File: config.mk
export PLATFORM = sky130hd
export DESIGN_NAME = pwr_switch_sequencer
export DESIGN_NICKNAME = d
export VERILOG_FILES = /design/src/rtl/pwr_seq_pkg.sv /design/src/rtl/pwr_seq_ack_sync.sv /design/src/rtl/pwr_switch_sequencer.sv
export SDC_FILE = /design/constraint.sdc
export NUM_CORES = 1
export LEC_CHECK = 0
export ABC_AREA = 1
export CAP_MARGIN = 15
export CORE_MARGIN = 4
export CORE_UTILIZATION = 50
export CTS_BUF_LIST = sky130_fd_sc_hd__clkbuf_4
export DETAILED_ROUTE_END_ITERATION = 8
export GPL_ROUTABILITY_DRIVEN = 0
export PLACE_DENSITY_LB_ADDON = 0.08
export SYNTH_ARGS = -nofsm -noshare
export SYNTH_HDL_FRONTEND = slang
export SYNTH_HIERARCHICAL = 1
export SYNTH_SLANG_ARGS = --single-unit
export TNS_END_PERCENT = 100
File: constraint.sdc
create_clock -name clk_i -period 2.1 [get_ports clk_i]
set_clock_uncertainty 0.2 [all_clocks]
set_input_delay 0.42 -clock clk_i [delete_from_list [all_inputs] [get_ports clk_i]]
set_output_delay 0.42 -clock clk_i [all_outputs]
set_load 0.01 [all_outputs]
File: src/rtl/pwr_seq_pkg.sv
`default_nettype none
// ============================================================================
// Module   : pwr_seq_pkg
// Brief    : Shared state encoding, defaults and per-state output table for
//            the power-switch sequencer.
// Revision : 1.0 - initial release
// ============================================================================
package pwr_seq_pkg;

  localparam int c_DEFAULT_STEP_DELAY  = 2;
  localparam int c_DEFAULT_ACK_TIMEOUT = 64;

  typedef enum logic [3:0] {
    ST_ON          = 4'd0,
    ST_CLK_OFF     = 4'd1,
    ST_ISO_ON      = 4'd2,
    ST_RST_ON      = 4'd3,
    ST_SW_OFF_WAIT = 4'd4,
    ST_OFF         = 4'd5,
    ST_SW_ON_WAIT  = 4'd6,
    ST_RST_OFF     = 4'd7,
    ST_ISO_OFF     = 4'd8,
    ST_CLK_ON      = 4'd9,
    ST_FAULT       = 4'd10
  } pwr_state_e;

  typedef struct packed {
    logic switch_no;
    logic iso_no;
    logic rst_no;
    logic clk_en;
  } pwr_out_t;

  // FAULT has no entry of its own: it keeps whatever the previous state drove.
  function automatic pwr_out_t state_outputs(input pwr_state_e st);
    pwr_out_t o;
    o = '{switch_no: 1'b0, iso_no: 1'b1, rst_no: 1'b1, clk_en: 1'b1};
    case (st)
      ST_CLK_OFF: o.clk_en = 1'b0;
      ST_ISO_ON: begin
        o.clk_en = 1'b0;
        o.iso_no = 1'b0;
      end
      ST_RST_ON, ST_SW_ON_WAIT: begin
        o.clk_en = 1'b0;
        o.iso_no = 1'b0;
        o.rst_no = 1'b0;
      end
      ST_SW_OFF_WAIT, ST_OFF: begin
        o.clk_en    = 1'b0;
        o.iso_no    = 1'b0;
        o.rst_no    = 1'b0;
        o.switch_no = 1'b1;
      end
      ST_RST_OFF: begin
        o.clk_en = 1'b0;
        o.iso_no = 1'b0;
      end
      ST_ISO_OFF: o.clk_en = 1'b0;
      default: ;
    endcase
    return o;
  endfunction

endpackage
`default_nettype wire

File: src/rtl/pwr_seq_ack_sync.sv
`default_nettype none
// ============================================================================
// Module   : pwr_seq_ack_sync
// Brief    : Two-flop synchronizer for the asynchronous switch acknowledge.
// Revision : 1.0 - initial release
// ============================================================================
module pwr_seq_ack_sync (
  input  logic clk_i,
  input  logic rst_ni,
  input  logic d_i,
  output logic q_o
);

  logic r_meta;
  logic r_sync;

  always_ff @(posedge clk_i) begin
    if (!rst_ni) begin
      r_meta <= 1'b0;
      r_sync <= 1'b0;
    end else begin
      r_meta <= d_i;
      r_sync <= r_meta;
    end
  end

  assign q_o = r_sync;

endmodule
`default_nettype wire

File: src/rtl/pwr_switch_sequencer.sv
`default_nettype none
// ============================================================================
// Module   : pwr_switch_sequencer
// Brief    : Power-domain sequencer: clock gate, isolation, reset and power
//            switch stepped in order, with acknowledge timeout to FAULT.
// Revision : 1.0 - initial release
// ============================================================================
module pwr_switch_sequencer
  import pwr_seq_pkg::*;
#(
  parameter int STEP_DELAY  = c_DEFAULT_STEP_DELAY,
  parameter int ACK_TIMEOUT = c_DEFAULT_ACK_TIMEOUT
) (
  input  logic       clk_i,
  input  logic       rst_ni,
  input  logic       power_off_req_i,
  input  logic       wakeup_i,
  input  logic       switch_ack_ni,
  output logic       switch_no,
  output logic       iso_no,
  output logic       subsys_rst_no,
  output logic       clk_en_o,
  output logic       busy_o,
  output logic       err_o,
  output logic [3:0] state_o
);

  localparam int c_STEP_W = $clog2(STEP_DELAY) + 1;
  localparam int c_TMO_W  = $clog2(ACK_TIMEOUT) + 1;
  localparam logic [c_STEP_W-1:0] c_STEP_LAST = c_STEP_W'(STEP_DELAY - 1);
  localparam logic [c_TMO_W-1:0]  c_TMO_LAST  = c_TMO_W'(ACK_TIMEOUT - 1);

  pwr_state_e          r_state;
  pwr_state_e          w_state_nxt;
  pwr_out_t            r_out;
  logic [c_STEP_W-1:0] r_step_cnt;
  logic [c_TMO_W-1:0]  r_wait_cnt;
  logic                w_ack_s;
  logic                w_step_done;
  logic                w_tmo;

  pwr_seq_ack_sync u_ack_sync (
    .clk_i  (clk_i),
    .rst_ni (rst_ni),
    .d_i    (switch_ack_ni),
    .q_o    (w_ack_s)
  );

  assign w_step_done = (r_step_cnt == c_STEP_LAST);
  assign w_tmo       = (r_wait_cnt == c_TMO_LAST);

  always_comb begin
    w_state_nxt = r_state;
    case (r_state)
      ST_ON:          if (power_off_req_i) w_state_nxt = ST_CLK_OFF;
      ST_CLK_OFF:     if (w_step_done) w_state_nxt = ST_ISO_ON;
      ST_ISO_ON:      if (w_step_done) w_state_nxt = ST_RST_ON;
      ST_RST_ON:      if (w_step_done) w_state_nxt = ST_SW_OFF_WAIT;
      ST_SW_OFF_WAIT: begin
        if (w_ack_s)    w_state_nxt = ST_OFF;
        else if (w_tmo) w_state_nxt = ST_FAULT;
      end
      ST_OFF:         if (wakeup_i) w_state_nxt = ST_SW_ON_WAIT;
      ST_SW_ON_WAIT: begin
        if (!w_ack_s)   w_state_nxt = ST_RST_OFF;
        else if (w_tmo) w_state_nxt = ST_FAULT;
      end
      ST_RST_OFF:     if (w_step_done) w_state_nxt = ST_ISO_OFF;
      ST_ISO_OFF:     if (w_step_done) w_state_nxt = ST_CLK_ON;
      ST_CLK_ON:      if (w_step_done) w_state_nxt = ST_ON;
      ST_FAULT:       w_state_nxt = ST_FAULT;
      default:        w_state_nxt = ST_FAULT;
    endcase
  end

  // Outputs are registered from the next state so they line up with state_o;
  // entering FAULT simply stops updating them.
  always_ff @(posedge clk_i) begin
    if (!rst_ni) begin
      r_state    <= ST_ON;
      r_out      <= state_outputs(ST_ON);
      r_step_cnt <= '0;
      r_wait_cnt <= '0;
    end else begin
      r_state <= w_state_nxt;
      if (w_state_nxt != ST_FAULT) begin
        r_out <= state_outputs(w_state_nxt);
      end
      if (w_state_nxt != r_state) begin
        r_step_cnt <= '0;
        r_wait_cnt <= '0;
      end else begin
        if (r_step_cnt != '1) r_step_cnt <= r_step_cnt + 1'b1;
        if (r_wait_cnt != '1) r_wait_cnt <= r_wait_cnt + 1'b1;
      end
    end
  end

  assign switch_no     = r_out.switch_no;
  assign iso_no        = r_out.iso_no;
  assign subsys_rst_no = r_out.rst_no;
  assign clk_en_o      = r_out.clk_en;
  assign busy_o        = !(r_state inside {ST_ON, ST_OFF, ST_FAULT});
  assign err_o         = (r_state == ST_FAULT);
  assign state_o       = r_state;

endmodule
`default_nettype wire

# Word level (Yosys, flattened, before mapping)
# Index checks and enable logic that the tools add are counted.
[word_totals]
wordCells = 60
reg_bits = 19
out_inout_bits = 10
[op_classes]
n_eq_ne = 24
reduce_logical = 8
addsub = 2
mux = 16
bitwise = 1
[op_table]
columns = ["cell", "n"]
rows = [
  ["$mux W4", 11],
  ["$pmux W4 S10", 1],
  ["$eq A4 B3 Y1 const B", 8],
  ["$eq A4 B2 Y1 const B", 4],
  ["$eq A4 B4 Y1 const B", 4],
  ["$eq A4 B1 Y1 const B", 2],
  ["$reduce_or A8 Y1", 1],
  ["$add A7 B1 Y7 const B", 1],
  ["$eq A7 B6 Y1 const B", 1],
  ["$ne A7 B7 Y1 const B", 1],
  ["$reduce_or A6 Y1", 1],
  ["$logic_not A4 Y1", 1],
  ["$mux W1", 4],
  ["$ne A4 B4 Y1", 1],
  ["$ne A4 B4 Y1 const B", 1],
  ["$reduce_or A2 Y1", 2],
  ["$reduce_or A4 Y1", 1],
  ["$reduce_bool A3 Y1", 1],
  ["$add A2 B1 Y2 const B", 1],
  ["$eq A2 B1 Y1 const B", 1],
  ["$ne A2 B2 Y1 const B", 1],
  ["$logic_not A1 Y1", 1],
  ["$not A1 Y1", 1],
]

# Logic depth before layout (Yosys ltp)
[depth]
depth_word = 7
mapped_depth = 13

# Hierarchy
# Netlist, hierarchy kept.
[modules_own_cells]
columns = ["mod", "area_per_inst_um2", "cells_each", "seq_area_each_um2", "n_inst"]
rows = [
  ["pwr_switch_sequencer", 1152.4, 182, 340.3, 1],
  ["pwr_seq_ack_sync", 55.1, 6, 40.0, 1],
]

# Worst setup path after synthesis
# Ideal clock, no wire load.
[synth_timing]
path_kind = "flip-flop to flip-flop"
from = "register r_step_cnt[0]"
to = "register r_out, in the netlist subsys_rst_no"
path_stages_with_launch = 12
setup_slack_ns = 0.289
arrival_time_ns = 1.491
period_less_slack_ns = 1.811
setup_ns = 0.119
cell_sequence = "dfxtp_1 ha_1 inv_1 nand3_2 nand2_1 nor2_1 nand4_2 nand2_1 inv_1 nand2_1 nand2_1 o21bai_1"
[synth_via]
elab_chain_cells = 6
[synth_lines]
columns = ["element", "line", "text"]
rows = [
  ["start: declaration", "pwr_switch_sequencer.sv:36", "logic [c_STEP_W-1:0] r_step_cnt;"],
  ["start signal: assignment", "pwr_switch_sequencer.sv:93", "if (r_step_cnt != '1) r_step_cnt <= r_step_cnt + 1'b1;"],
  ["$eq A2 B1 Y1 (*)", "pwr_switch_sequencer.sv:49", "assign w_step_done = (r_step_cnt == c_STEP_LAST);"],
  ["$mux W4, or another cell as far along", "pwr_switch_sequencer.sv:70", "ST_CLK_ON: if (w_step_done) w_state_nxt = ST_ON;"],
  ["$pmux W4 S10 (*)", "pwr_switch_sequencer.sv:54", "case (r_state)"],
  ["$eq A4 B3 Y1 / $eq A4 B2 Y1 (equally long branches)", "pwr_seq_pkg.sv:38", "case (st)"],
  ["$reduce_or A4 Y1 (no line)", "-", ""],
  ["$mux W1", "pwr_seq_pkg.sv:38", ""],
  ["end signal: assignment", "pwr_switch_sequencer.sv:81", "r_out <= state_outputs(ST_ON);"],
  ["end signal: assignment", "pwr_switch_sequencer.sv:87", "r_out <= state_outputs(w_state_nxt);"],
  ["end: declaration", "pwr_switch_sequencer.sv:35", "pwr_out_t r_out;"],
]
# Every way passes the cells marked *; elsewhere a longest branch is shown, timed or not.
# A chain may end at the register's enable or synchronous reset.

# Final worst setup path
[layout_timing]
from = "register r_state[2] (netlist: state_o[2])"
to = "output port busy_o"
[layout_via]
elab_chain_cells = 3
[layout_lines]
columns = ["element", "line", "text"]
rows = [
  ["start: declaration", "pwr_switch_sequencer.sv:33", "pwr_state_e r_state;"],
  ["start signal: assignment", "pwr_switch_sequencer.sv:85", "r_state <= w_state_nxt;"],
  ["$eq A4 B3 Y1, or another cell as far along", "pwr_switch_sequencer.sv:103", "assign busy_o = !(r_state inside {ST_ON, ST_OFF, ST_FAULT});"],
  ["$reduce_bool A3 Y1 (*)", "pwr_switch_sequencer.sv:103", ""],
  ["$logic_not A1 Y1 (*)", "pwr_switch_sequencer.sv:103", ""],
  ["end: declaration", "pwr_switch_sequencer.sv:23", "output logic busy_o,"],
]
# Marked as above.

==> flow_summary_export.csv <==
group,metric,value,unit
floorplan,io_pins,15,
floorplan,dieWidth,57.1,microns
logic_synthesis,synth.cell_area,1210,sq um
detailed_routing,num_vias,1336,
logic_synthesis,synth_top_area_cell,"dfxtp_1",
detailed_routing,ant_nets,0,
layout,final_nets,226,
worst_setup_path,path_max_fanout,4,
cts,cts_tree,"yes",
sta,period_minus_slack,1.99,ns
status,status,"complete, no violations",
sta,slew_headroom,73.9,%
logic_synthesis,synth_area_leaders,"dfxtp_1, nand2_1, nor2_1, nand3_1, inv_1",
layout,final_cell_mix,"nand2_1, nor2_1, inv_1",
detailed_routing,routed_wirelength,3.02,mm
global_routing,grt_first_pass_wirelength,4.82,mm
worst_setup_path,critPathArrivalTime,1.37,ns
cts,clk_latency,0.31,ns
placement,portBuffers,14,
layout,fill_cells,209,
cts,numClockSinks,19,
floorplan,die_y,57.1,microns
logic_synthesis,syn_avg_cell_area,6.42,sq um
flow_run,max-cap-violations,0,
layout,n_antenna_cell,0,
floorplan,dieArea,3260,sq um
cts,clk_pin_slew_worst_paths,0.10,ns
floorplan,fp-row-count,17,
layout,area_delta_synth_final,25.0,%
pwr,p_leak,0.798,nW
global_routing,grt_pass1_vias,1145,
sta,tns,0,ns
logic_synthesis,synth_seq_area_share,31.5,%
global_routing,overflow,0,
worst_setup_path,rr_worst_depth,12,
global_routing,antenna_found_initial,0,
sta,holdWs,0.224,ns
floorplan,start_util,53.6,%
hold_path,min_path_type,"reg -> reg",
cts,htree_num_levels,1,
pwr,power,1.09,mW
sta,period_share,94.9,%
detailed_routing,drt_iter0_drc,54,
sta,tightestPinTransition,0.390,ns
detailed_routing,avgViaCountPerCell,5.45,
cts,root_buffer,"clkbuf_4",
worst_setup_path,cp-end-kind,"output port",
sta,hold_violations,0,
layout,final_core_utilization,66.9,%
placement,dp_slack,-0.0275,ns
logic_synthesis,synth_cells,188,
floorplan,core_area,2250,sq um
cts,cts_buffers,3,
logic_synthesis,syn_nets,196,
detailed_routing,drcViolationCount,0,
global_routing,grt_max_degree,12,
layout,mostFrequentLayoutCell,"nand2_1",
logic_synthesis,yosys_warnings,6,
worst_setup_path,startpoint_type,"register",
detailed_routing,wl_per_cell,12.3,microns
sta,fmax,502,MHz
logic_synthesis,synthDistinctLibCells,25,
sta,fin_ws,0.107,ns
detailed_routing,first_pass_iters,4,
placement,dp_hpwl,2.26,mm
logic_synthesis,ys_seq_elements,19,
layout,drive_gt1_share,16.6,%
worst_setup_path,critPathKind,"reg -> out",
pwr,power_density,722,nW/um^2
logic_synthesis,synth_top_area_share,31.5,%
pwr,max-vdd-ir-drop,0.000522,V
worst_setup_path,required,1.48,ns
hold_path,hold_depth,2,
global_routing,track_usage,18.1,%
sta,setup_viol_count_final,0,
sta,slew_violations,0,
cts,clock_path_buffers,2,
[per-stage QoR]
stage / instances / instance area (sq um)
after global routing: 245 / 1510
after floorplan: 188 / 1210
after CTS: 243 / 1470
after detailed placement: 239 / 1440
after global placement: 239 / 1440
final: 245 / 1510
[Yosys cell counts (all sizes together)]
| cell type | n |
|---|---|
| xor2 | 3 |
| nand4 | 6 |
| buf | 2 |
| inv | 26 |
| ha | 3 |
| o21a | 2 |
| o21bai | 1 |
| nand2 | 55 |
| dfxtp | 19 |
| a21oi | 2 |
| mux2 | 1 |
| nor3 | 3 |
| xnor2 | 2 |
| nor2 | 33 |
| nand3 | 23 |
| a31oi | 1 |
| o21ai | 3 |
| nand3b | 1 |
| o211ai | 2 |
[cell type report]
| class | instances | area (sq um) | area share, % |
|---|---|---|---|
| flip-flops and latches | 19 | 387 | 25.6 |
| repair buffers | 26 | 228 | 15.1 |
| well taps | 28 | 35.0 | 2.32 |
| clock inverters | 1 | 5.00 | 0.332 |
| inverters | 26 | 97.6 | 6.47 |
| multi-input cells | 142 | 734 | 48.7 |
| clock buffers | 3 | 22.5 | 1.49 |
[final timing paths]
path	start	endpoint	slack, ns
hold reg to reg	u_ack_sync/r_meta	u_ack_sync/q_o	0.22
hold / removal	u_ack_sync/r_meta	u_ack_sync/q_o	0.22
setup reg to reg	r_wait_cnt[0]	r_wait_cnt[2]	0.12
setup / recovery	state_o[2]	busy_o	0.11
[state kept, by name, summed over array words and instances (netlist names)]
register           cells
r_wait_cnt             7
u_ack_sync/r_meta      1
iso_no                 1
state_o                4
clk_en_o               1
subsys_rst_no          1
switch_no              1
u_ack_sync/q_o         1
r_step_cnt             2
[power by group]
| group | internal, mW | leakage, nW | switching (mW) |
|---|---|---|---|
| Clock | 0.0711 | 0.0177 | 0.118 |
| Combinational | 0.195 | 0.623 | 0.259 |
| Sequential | 0.409 | 0.157 | 0.0364 |
[layer usage]
layer  wire length [microns]  GRT usage [%]  vias to the layer above  part of all wire (%)
met4                      85           5.96                        0                   2.8
met3                     271           3.17                       14                   9.0
met2                    1400           30.5                       76                    46
met5                       0              0                        -                     0
li1                        -              -                      658                     -
met1                    1260           23.2                      588                    42
[cells by family after synthesis]
| group | synth area share, % |
|---|---|
| xor gates and xnor gates | 3.63 |
| muxes | 0.933 |
| buffers and inverters | 9.95 |
| AOI/OAI and AO/OA | 5.70 |
| and+or+nand+nor | 45.2 |
| adders and majority gates | 3.11 |
| DFF | 31.5 |
[timing repair]
action / CTS / global route
gates resized for setup: 5 / 8
pin swaps: 0 / 3
setup endpoints to repair: 2 / 10
buffers inserted: 0 / 1
cloned: 0 / 1
hold buffers: 0 / 0
[critical path, stage by stage, from the launching register on]
cell and delay, ns:
dfxtp_2 0.36, inv_2 0.09, nand2_1 0.07, nor3_1 0.20, nor3_1 0.07, dlygate4sd2_1 0.28
Power figures use the tool's default switching activity.
